**config.mk**
```make
export PLATFORM = sky130hd
export DESIGN_NAME = piece_rom_arbiter
export DESIGN_NICKNAME = d
export VERILOG_FILES = /design/src/rtl/gamepkg.sv /design/src/rtl/rr_arbiter2.sv /design/src/rtl/piece_rom_arbiter.sv
export SDC_FILE = /design/constraint.sdc
export NUM_CORES = 1
export LEC_CHECK = 0
export BUFFER_PORTS_ARGS = -buffer_cell sky130_fd_sc_hd__buf_4
export CORE_MARGIN = 2
export CORE_UTILIZATION = 40
export CTS_BUF_LIST = sky130_fd_sc_hd__clkbuf_16
export CTS_CLUSTER_DIAMETER = 150
export DETAILED_ROUTE_END_ITERATION = 10
export PLACE_DENSITY = 0.74
export SETUP_SLACK_MARGIN = 0.02
export SKIP_LAST_GASP = 1
export SYNTH_ARGS = -nofsm -noshare
export SYNTH_HDL_FRONTEND = slang
export SYNTH_SLANG_ARGS = --single-unit
```
**constraint.sdc**
```tcl
create_clock -name clk -period 1.5 [get_ports clk]
set_input_delay 0.075 -clock clk [delete_from_list [all_inputs] [get_ports clk]]
set_output_delay 0.075 -clock clk [all_outputs]
set_load 0.02 [all_outputs]
```
**src/rtl/gamepkg.sv**
```systemverilog
// Shared game definitions: piece codes, ROM geometry and piece-ROM arbiter states.
// Used by the piece-ROM arbiter, the ROM model and the game controller.
package gamepkg;

  localparam int unsigned ROM_ADDR_W = 7;
  localparam int unsigned ROM_DATA_W = 8;
  localparam int unsigned PIECE_W    = 4;
  localparam int unsigned SHAPE_W    = 16;

  // Piece codes; 0 and anything above CURSED do not index the shape ROM
  localparam logic [PIECE_W-1:0] PIECE_NONE        = 4'd0;
  localparam logic [PIECE_W-1:0] PIECE_T           = 4'd1;
  localparam logic [PIECE_W-1:0] PIECE_J           = 4'd2;
  localparam logic [PIECE_W-1:0] PIECE_L           = 4'd3;
  localparam logic [PIECE_W-1:0] PIECE_O           = 4'd4;
  localparam logic [PIECE_W-1:0] PIECE_S           = 4'd5;
  localparam logic [PIECE_W-1:0] PIECE_Z           = 4'd6;
  localparam logic [PIECE_W-1:0] PIECE_I           = 4'd7;
  localparam logic [PIECE_W-1:0] PIECE_CURSED      = 4'd8;
  localparam logic [PIECE_W-1:0] PIECE_FLASH_COLOR = 4'd9;

  typedef enum logic [2:0] {
    ST_IDLE  = 3'd0,
    ST_IDX   = 3'd1,
    ST_PTR   = 3'd2,
    ST_ROW01 = 3'd3,
    ST_ROW23 = 3'd4,
    ST_RESP  = 3'd5
  } arb_state_t;

  // True for codes that have an entry in the shape ROM
  function automatic logic piece_valid(input logic [PIECE_W-1:0] code);
    return (code >= PIECE_T) && (code <= PIECE_CURSED);
  endfunction

endpackage

```
**src/rtl/rr_arbiter2.sv**
```systemverilog
// Two-way round-robin grant, purely combinational.
// Ports: i_req_valid - pending requests; i_rr_ptr - favoured requester on a tie;
//        o_grant_c   - one-hot grant (all zero when nothing is pending).
module rr_arbiter2 (
  input  logic [1:0] i_req_valid,
  input  logic       i_rr_ptr,
  output logic [1:0] o_grant_c
);

  // A lone requester always wins; the pointer only breaks ties
  always_comb begin
    o_grant_c = i_req_valid;
    if (&i_req_valid) begin
      o_grant_c = i_rr_ptr ? 2'b10 : 2'b01;
    end
  end

endmodule

```
**src/rtl/piece_rom_arbiter.sv**
```systemverilog
// Shares the piece-shape ROM between the spawner and the preview.
// Performs code -> pointer byte -> two shape bytes and returns a 4x4 shape.
// Ports: clk/rst (sync, active-high); req_valid/req_piece/req_ready - requester
//        handshakes; resp_* - result handshake and payload; rom_addr/rom_data -
//        synchronous-read ROM (data one cycle after address).
module piece_rom_arbiter
  import gamepkg::*;
#(
  parameter int unsigned NUM_REQ = 2,
  parameter int unsigned ADDR_W  = ROM_ADDR_W,
  parameter int unsigned DATA_W  = ROM_DATA_W
) (
  input  logic                            clk,
  input  logic                            rst,
  input  logic [NUM_REQ-1:0]              req_valid,
  input  logic [NUM_REQ-1:0][PIECE_W-1:0] req_piece,
  output logic [NUM_REQ-1:0]              req_ready,
  output logic                            resp_valid,
  input  logic                            resp_ready,
  output logic                            resp_id,
  output logic [PIECE_W-1:0]              resp_piece,
  output logic [SHAPE_W-1:0]              resp_shape,
  output logic                            resp_err,
  output logic [ADDR_W-1:0]               rom_addr,
  input  logic [DATA_W-1:0]               rom_data
);

  arb_state_t         r_state, w_state_nxt;
  logic               r_rr_ptr, w_rr_ptr_nxt;
  logic               r_id, w_id_nxt;
  logic [PIECE_W-1:0] r_piece, w_piece_nxt;
  logic [ADDR_W-1:0]  r_ptr, w_ptr_nxt;
  logic [SHAPE_W-1:0] r_shape, w_shape_nxt;
  logic               r_err, w_err_nxt;
  logic               r_resp_valid;

  logic [1:0]         w_grant;
  logic               w_accept;
  logic               w_sel;

  rr_arbiter2 u_rr_arbiter2 (
    .i_req_valid (req_valid),
    .i_rr_ptr    (r_rr_ptr),
    .o_grant_c   (w_grant)
  );

  assign w_sel    = w_grant[1];
  assign w_accept = (r_state == ST_IDLE) && (|(req_valid & w_grant));

  // State and payload registers
  always_ff @(posedge clk) begin
    if (rst) begin
      r_state      <= ST_IDLE;
      r_rr_ptr     <= 1'b0;
      r_id         <= 1'b0;
      r_piece      <= '0;
      r_ptr        <= '0;
      r_shape      <= '0;
      r_err        <= 1'b0;
      r_resp_valid <= 1'b0;
    end else begin
      r_state      <= w_state_nxt;
      r_rr_ptr     <= w_rr_ptr_nxt;
      r_id         <= w_id_nxt;
      r_piece      <= w_piece_nxt;
      r_ptr        <= w_ptr_nxt;
      r_shape      <= w_shape_nxt;
      r_err        <= w_err_nxt;
      r_resp_valid <= (w_state_nxt == ST_RESP);
    end
  end

  // Next-state, grant and ROM address
  always_comb begin
    w_state_nxt  = r_state;
    w_rr_ptr_nxt = r_rr_ptr;
    w_id_nxt     = r_id;
    w_piece_nxt  = r_piece;
    w_ptr_nxt    = r_ptr;
    w_shape_nxt  = r_shape;
    w_err_nxt    = r_err;
    req_ready    = '0;
    rom_addr     = '0;

    case (r_state)
      ST_IDLE: begin
        req_ready = w_grant;
        if (w_accept) begin
          w_id_nxt     = w_sel;
          w_piece_nxt  = req_piece[w_sel];
          w_rr_ptr_nxt = ~w_sel;
          w_shape_nxt  = '0;
          // Invalid codes answer immediately with an error and no ROM access
          if (piece_valid(req_piece[w_sel])) begin
            w_err_nxt   = 1'b0;
            w_state_nxt = ST_IDX;
          end else begin
            w_err_nxt   = 1'b1;
            w_state_nxt = ST_RESP;
          end
        end
      end
      ST_IDX: begin
        rom_addr    = ADDR_W'(r_piece);
        w_state_nxt = ST_PTR;
      end
      ST_PTR: begin
        // Pointer byte arrives now; use it directly as the first row address
        rom_addr    = rom_data[ADDR_W-1:0];
        w_ptr_nxt   = rom_data[ADDR_W-1:0];
        w_state_nxt = ST_ROW01;
      end
      ST_ROW01: begin
        w_shape_nxt[15:8] = 8'(rom_data);
        rom_addr          = r_ptr + ADDR_W'(1);
        w_state_nxt       = ST_ROW23;
      end
      ST_ROW23: begin
        w_shape_nxt[7:0] = 8'(rom_data);
        w_state_nxt      = ST_RESP;
      end
      ST_RESP: begin
        if (resp_ready) begin
          w_state_nxt = ST_IDLE;
        end
      end
      default: begin
        w_state_nxt = ST_IDLE;
      end
    endcase
  end

  assign resp_valid = r_resp_valid;
  assign resp_id    = r_id;
  assign resp_piece = r_piece;
  assign resp_shape = r_shape;
  assign resp_err   = r_err;

endmodule

```
==> results by group, run 1 <==
Outcome
  – Outcome: finished with violations
  – Failing checks: setup timing

STA
  – Final hold viol count: 0
  – Worst-margin pin slew: 0.7511 ns
  – Final min period: 1.553 ns
  – Setup_tns: -0.08608 ns
  – Max Clk Rate: 643.9 MHz
  – Setup ws final: -0.05297 ns
  – RSZ-0062 raised after global routing: true
  – Post-route clock period utilization: 103.5%
  – Max-slew violation count: 0
  – Rel. slew slack: 49.92%
  – Final setup fails: 3
  – Post-Route Skew: 0.002883 ns

Clock tree
  – CTS buffer count: 5
  – Clock edge transition at the registers on the reported setup and hold paths: 0.05 ns
  – CTS Sinks: 34
  – CTS root buffer: clkbuf_16
  – Worst-Skew Late Latency: 0.28 ns
  – H-tree depth: 2
  – Bufs on Longest Clock Path: 2
  – TritonCTS clock tree: yes

Yosys
  – Syn avg cell area: 7.823 um2
  – Post-synth top area share: 41.43%
  – Largest area contributor in the netlist: dfxtp_1
  – Yosys reg bits: 34
  – Synthesized area: 0.001643 mm2
  – Count of cell types in the netlist: 42
  – Sequential element share of the synthesized area: 41.43%
  – Top post-synthesis cells by area: dfxtp_1 (41%), a21oi_1 (9.7%), nand2_1 (9.4%)
  – Post-Syn Instances: 210
  – Yosys Warn Count: 0
  – Syn_nets: 232

Route
  – Avg WL per Cell: 13.74 um
  – Final WL: 4357 um
  – Drt pass-1 iters: 4
  – DRT iter0 DRCs: 130
  – Met3 wire length: 115 um
  – M1 WL: 1971 um
  – DRT antenna net count: 0
  – Met2 wire len: 2185 um
  – Top layer in use: met4
  – DR DRC count: 0
  – Vias: 1665
  – Vias/cell: 5.252

Power and ir drop
  – P_leak: 0.9452 nW
  – Internal Pwr Total: 2.309 mW
  – Sw Share: 33.54%
  – Max rail drop VDD: 0.8515 mV
  – Combinational power share: 33.8%
  – Net Sw Power: 1.165 mW
  – Pwr per Cell Area: 1478 mW/mm2
  – Sequential share of power: 33.2%
  – Clock power share: 33.0%

Worst hold path
  – Worst hold endpoint: resp_shape[7]$_SDFFE_PP0P_
  – Hold depth: 3
  – HP Start: rom_data[7]
  – Worst min-delay path class: primary input to flop

Global route
  – Initial antenna violation count: 0
  – GRT Util Overall: 19.92%
  – Largest net degree at the start of global routing: 34
  – GR Overflow Total: 0
  – First-pass GRT wire length: 6893 um
  – Vias in the first global route: 1530

Floorplan
  – Die H: 68.09 um
  – Rows: 23
  – Initial Util: 41.37%
  – Chip width: 68.09 um
  – Die area: 0.004636 mm2
  – Ports: 53
  – Core ar.: 0.003971 mm2

Final layout
  – Layout cell share with drive strength beyond 1: 35.58%
  – Post-route insts no fill: 317
  – Synth-to-Final Area Change: 43.03%
  – Filler cells: 367
  – Final instance area: 0.002350 mm2
  – Nets: 288
  – ANT cells: 0

Placement
  – DP Wirelength: 3051 um
  – Placed cells: 306
  – I/O Buffers: 52
  – Routability cong.: 0.8542
  – Placed cell area: 0.002087 mm2

Job
  – Max-cap viol count: 0

Worst setup path
  – Required time worst endpoint: 1.42 ns
  – Crit. End Element: output port
  – R2R cell count: 4
  – Reg-to-reg critical path startpoint: r_rr_ptr$_SDFFE_PP0P_
  – Type of origin of the critical path: flop
  – RR Endpoint: resp_valid$_SDFF_PP0_
  – Arrival time worst endpoint: 1.48 ns
  – WS Path Type: flop to output port
  – CP max FO: 4
  – Slack of the worst reg-to-reg path: 0.14 ns
-- synth_stat cells (all sizes together) --
library cell / instances
a311oi: 5
a21boi: 1
nand2: 41
ha: 1
o31a: 1
a21oi: 32
and2: 1
o211a: 1
xor2: 3
nand4: 1
clkbuf: 7
nor3: 4
and3: 3
a211o: 2
mux2i: 1
o21a: 1
nor2b: 1
o21ai: 5
inv: 2
nand2b: 2
a32oi: 1
nand3b: 1
nand3: 25
a211oi: 2
nor3b: 2
or3: 1
nor4: 1
or4: 1
buf: 9
dfxtp: 34
o31ai: 1
xnor2: 3
nor2: 14
-- metal layers --
metal  global-route usage (%)  up-vias
li1                         -      844
met3                    2.961        8
met4                    9.000        0
met1                    24.97      786
met5                        0        -
met2                    33.62       27
-- critical path, stage by stage, from the launching register on --
cell and delay [ns]:
dfxtp_4 0.37, ha_4 0.14, and3_4 0.18, nand3_2 0.08
xor2_1 0.17, o21ai_1 0.12, buf_4 0.15
-- layout by cell type (no fill, tap or decap), drive strengths merged --
| cell type | Yosys | final |
|---|---|---|
| nor4 | 1 | 1 |
| nor3b | 2 | 2 |
| nand4 | 1 | 1 |
| xnor2 | 3 | 3 |
| nand2 | 41 | 41 |
| or4 | 1 | 1 |
| nor2 | 14 | 14 |
| a311oi | 5 | 5 |
| o21ai | 5 | 5 |
| o21a | 1 | 1 |
| o211a | 1 | 1 |
| ha | 1 | 1 |
| a211o | 2 | 2 |
| nand2b | 2 | 2 |
| a21boi | 1 | 1 |
| nand3 | 25 | 25 |
| buf | 9 | 65 |
| o31ai | 1 | 1 |
| and3 | 3 | 3 |
| nor3 | 4 | 4 |
| clkinv | 0 | 2 |
| nand3b | 1 | 1 |
| nor2b | 1 | 1 |
| clkbuf | 7 | 5 |
| mux2i | 1 | 1 |
| dfxtp | 34 | 34 |
| or3 | 1 | 1 |
| bufinv | 0 | 1 |
| xor2 | 3 | 3 |
| inv | 2 | 2 |
| o31a | 1 | 1 |
| a211oi | 2 | 2 |
| and2 | 1 | 1 |
| a32oi | 1 | 1 |
| a21oi | 32 | 32 |
-- timing repair --
item,CTS,global route
buffers inserted,2,1
hold buffers,0,0
hold endpoints to repair,0,0
pin swaps,6,2
resized for setup,18,6
setup endpoints to repair,7,10
-- state kept, by name, summed over array words and instances, names as in the netlist --
register / flops
resp_shape: 16
resp_err: 1
r_state: 3
r_rr_ptr: 1
resp_piece: 4
resp_valid: 1
r_ptr: 7
resp_id: 1
-- metrics by stage --
stage                     power (mW)  setup WS [ns]  utilization (%)  hold WS, ns
after floorplan                1.883        0.01658                -       0.2110
after global placement         2.250         0.1215            52.55       0.3379
after detailed placement       2.264        0.08159            52.55       0.3415
after CTS                      3.470       -0.04605            58.57      0.04737
after global routing           3.644        -0.1081            59.17      0.05147
final                          3.474       -0.05297            59.17      0.04926
-- power by group through the flow --
stage	Clock [mW]	Sequential, mW	Combinational (mW)
floorplan	0	1.20	0.678
global placement	0	1.15	1.10
CTS	1.16	1.15	1.16
detailed placement	0	1.15	1.11
finish	1.15	1.15	1.17
global route	1.20	1.17	1.27
-- area by class of cell --
| type | instances | area [um2] | area share, % |
|---|---|---|---|
| clock buffer | 5 | 125.1 | 5.325 |
| clock inverter | 3 | 40.04 | 1.704 |
| inverter | 2 | 7.507 | 0.3195 |
| multi-input combinational | 158 | 914.6 | 38.92 |
| sequential | 34 | 700.7 | 29.82 |
| tap | 50 | 62.56 | 2.662 |
| timing repair buffer | 65 | 499.2 | 21.25 |
-- kinds of logic (layout without fill, tap and decap cells) --
group	Yosys count	in the layout	share of synthesized area, %
AOI/OAI and AO/OA	52	52	19.50
muxes	1	1	0.6093
buffers and inverters	18	75	5.559
xor gates and xnor gates	6	6	3.199
DFF	34	34	41.43
and+or+nand+nor	98	98	28.94
adders and majority gates	1	1	0.7615
-- how the worst max path moves through the flow --
stage / start / to / slack (ns) / cells past startpoint
after floorplan: r_state[1]$_SDFF_PP0_ / rom_addr[4] / 0.02 / 4
after detailed placement: r_state[1]$_SDFF_PP0_ / r_ptr[0]$_SDFFE_PP0N_ / 0.08 / 4
after global routing: r_ptr[0]$_SDFFE_PP0N_ / rom_addr[6] / -0.11 / 6
final: r_ptr[0]$_SDFFE_PP0N_ / rom_addr[6] / -0.05 / 6
after global placement: r_state[1]$_SDFF_PP0_ / r_ptr[0]$_SDFFE_PP0N_ / 0.12 / 4
after CTS: r_ptr[0]$_SDFFE_PP0N_ / rom_addr[6] / -0.05 / 6
No activity file was read; power rests on OpenSTA's default activity.
==> inputs of run 2 (changes only) <==
--- a/config.mk
+++ b/config.mk
@@ -11,7 +11,7 @@
 export CTS_BUF_LIST = sky130_fd_sc_hd__clkbuf_16
 export CTS_CLUSTER_DIAMETER = 150
 export DETAILED_ROUTE_END_ITERATION = 10
-export PLACE_DENSITY = 0.74
+export PLACE_DENSITY = 0.77
 export SETUP_SLACK_MARGIN = 0.02
 export SKIP_LAST_GASP = 1
 export SYNTH_ARGS = -nofsm -noshare
==> constraint.sdc (replaced) <==
create_clock -name clk -period 1.4 [get_ports clk]
set_input_delay 0.07 -clock clk [delete_from_list [all_inputs] [get_ports clk]]
set_output_delay 0.07 -clock clk [all_outputs]
set_load 0.02 [all_outputs]
==> run 2 against run 1 <==
Clock power up 6%. The flow still finishes with violations (setup timing). Clock-buffer cell count unchanged. Die area unchanged. Largest cell class unchanged. Register-to-register slack worse by 0.17 ns. Clock skew up 0.0012 ns. Routed wire length up 17%. Highest routed layer unchanged. Largest power group unchanged. Cell area up 9.1%.
==> results by group, run 2 (synthesis gave the netlist of run 1 again) <==
STA
  – Setup ws final: -0.1890 ns
  – Final setup fails: 19
  – Post-route clock period utilization: 113.5%
  – Max Clk Rate: 629.3 MHz
  – Hold WS: 0.05321 ns
  – Final min period: 1.589 ns
  – Worst-margin pin slew: 0.4487 ns
  – RSZ-0062 raised after global routing: true
  – Rel. slew slack: 70.02%
  – Setup_tns: -1.001 ns
  – Max-slew violation count: 0
  – Final hold viol count: 0
  – Post-Route Skew: 0.004033 ns

Floorplan
  – Die area: 0.004636 mm2
  – Initial Util: 41.37%
  – Core ar.: 0.003971 mm2
  – Ports: 53
  – Rows: 23
  – Die H: 68.09 um
  – Chip width: 68.09 um

Outcome
  – Outcome: finished with violations
  – Failing checks: setup timing

Global route
  – Largest net degree at the start of global routing: 34
  – Vias in the first global route: 1587
  – Initial antenna violation count: 0
  – First-pass GRT wire length: 7245 um
  – GR Overflow Total: 0
  – GRT Util Overall: 21.23%

Route
  – Final WL: 5087 um
  – Avg WL per Cell: 15.60 um
  – Vias: 1766
  – Vias/cell: 5.417
  – DR DRC count: 0
  – DRT antenna net count: 0
  – Drt pass-1 iters: 4
  – DRT iter0 DRCs: 134

Final layout
  – Fin util: 64.52%
  – Nets: 298
  – Max reg flops: 16
  – Layout cell share with drive strength beyond 1: 41.67%
  – Synth-to-Final Area Change: 55.98%
  – Commonest non-fill, non-tap cell in the layout: buf_4
  – ANT cells: 0
  – Commonest non-fill, non-tap cells in the layout: buf_4 (65), nand2_1 (41), dfxtp_1 (29)

Worst setup path
  – Type of origin of the critical path: flop
  – Slack of the worst reg-to-reg path: -0.03 ns
  – Crit. End Element: output port
  – WS Path Type: flop to output port
  – CP Cell Sequence: ha_4 -> and3_4 -> nand3_2 -> xor2_1 -> o21ai_1 -> buf_4
  – Crit path max-delay family: flip-flops
  – CP max stage delay: 0.37 ns
  – Slowest cell on crit path: dfxtp_4
  – CP max FO: 4
  – Arrival time worst endpoint: 1.52 ns
  – WP buf/inv: 1
  – Required time worst endpoint: 1.33 ns

Clock tree
  – Post-CTS Hold Buffers: 0
  – Clock edge transition at the registers on the reported setup and hold paths: 0.05 ns
  – Worst-Skew Late Latency: 0.28 ns
  – CTS Sinks: 34
  – TritonCTS clock tree: yes
  – CTS root buffer: clkbuf_16
  – Bufs on Longest Clock Path: 2
  – CTS buffer count: 5
  – H-tree depth: 2

Placement
  – DP Wirelength: 3163 um
  – Routability cong.: 0.8287
  – I/O Buffers: 52
  – Dpl ws: 0.008193 ns

Power and ir drop
  – Max rail drop VDD: 0.8143 mV
  – P_leak: 1.021 nW
  – Pwr per Cell Area: 1611 mW/mm2

Job
  – Max-cap viol count: 0

Worst hold path
  – Worst min-delay path class: primary input to flop
## run 2: changes by cell type in the layout (fill, tap and decap cells not counted), moves of 2 or more
cell	previous run	this run
a21oi_1	31	26
buf_4	63	65
nand3_1	23	17
clkbuf_16	5	7
o21ai_1	1	3
o21ai_0	3	1
buf_6	1	6
a21oi_2	1	6
buf_12	0	2
nand3_2	2	7
clkinv_2	2	0
## run 2: layout make-up
type                    count  area (um2)
clock buffers               5       125.1
well taps                  50       62.56
fillers                   320        1409
clock inverters             2       33.78
flip-flops and latches     34       696.9
multi-input cells         158       991.0
inverters                   2       7.507
repair buffers             75       645.6
## run 2: final timing paths
check	end	start	depth (start not counted)
max	rom_addr[6]	r_ptr[0]$_SDFFE_PP0N_	6
min	resp_shape[13]$_SDFFE_PP0P_	rom_data[5]	3
max reg2reg	resp_shape[1]$_SDFFE_PP0P_	r_state[0]$_SDFF_PP0_	8
min reg2reg	resp_shape[15]$_SDFFE_PP0P_	resp_shape[15]$_SDFFE_PP0P_	2
## run 2: report_power, final
part	internal, mW	switching (mW)
Sequential	1.11	0.129
Clock	0.822	0.393
Combinational	0.809	0.866
## run 2: repair_timing
action / in CTS / in global routing
setup endpoints to repair: 14 / 23
pin swaps: 3 / 13
cloned: 0 / 2
buffers inserted: 2 / 7
gates resized for setup: 13 / 29
## run 2: stage by stage
step,cell area (um2),power [mW],instances
finish,2562,4.128,326
global route,2562,4.320,326
CTS,2332,3.758,317
detailed placement,2118,2.507,308
global placement,2118,2.485,308
floorplan,1647,2.022,210
## run 2: worst register-to-register path: stages (launching register included)
cell and delay (ns):
dfxtp_4 0.37, buf_6 0.12, nor3_4 0.14, buf_6 0.15, buf_6 0.10, o21ai_4 0.09
clkbuf_16 0.18, nand3_1 0.08, a21oi_1 0.07
## run 2: routing by layer
layer  GRT usage (%)  vias up  part of all wire (%)
met5               0        -                     0
met4           8.500        0                   1.8
met3           5.757        8                   6.2
met2           33.98       55                    53
met1           27.00      835                    39
li1                -      868                     -
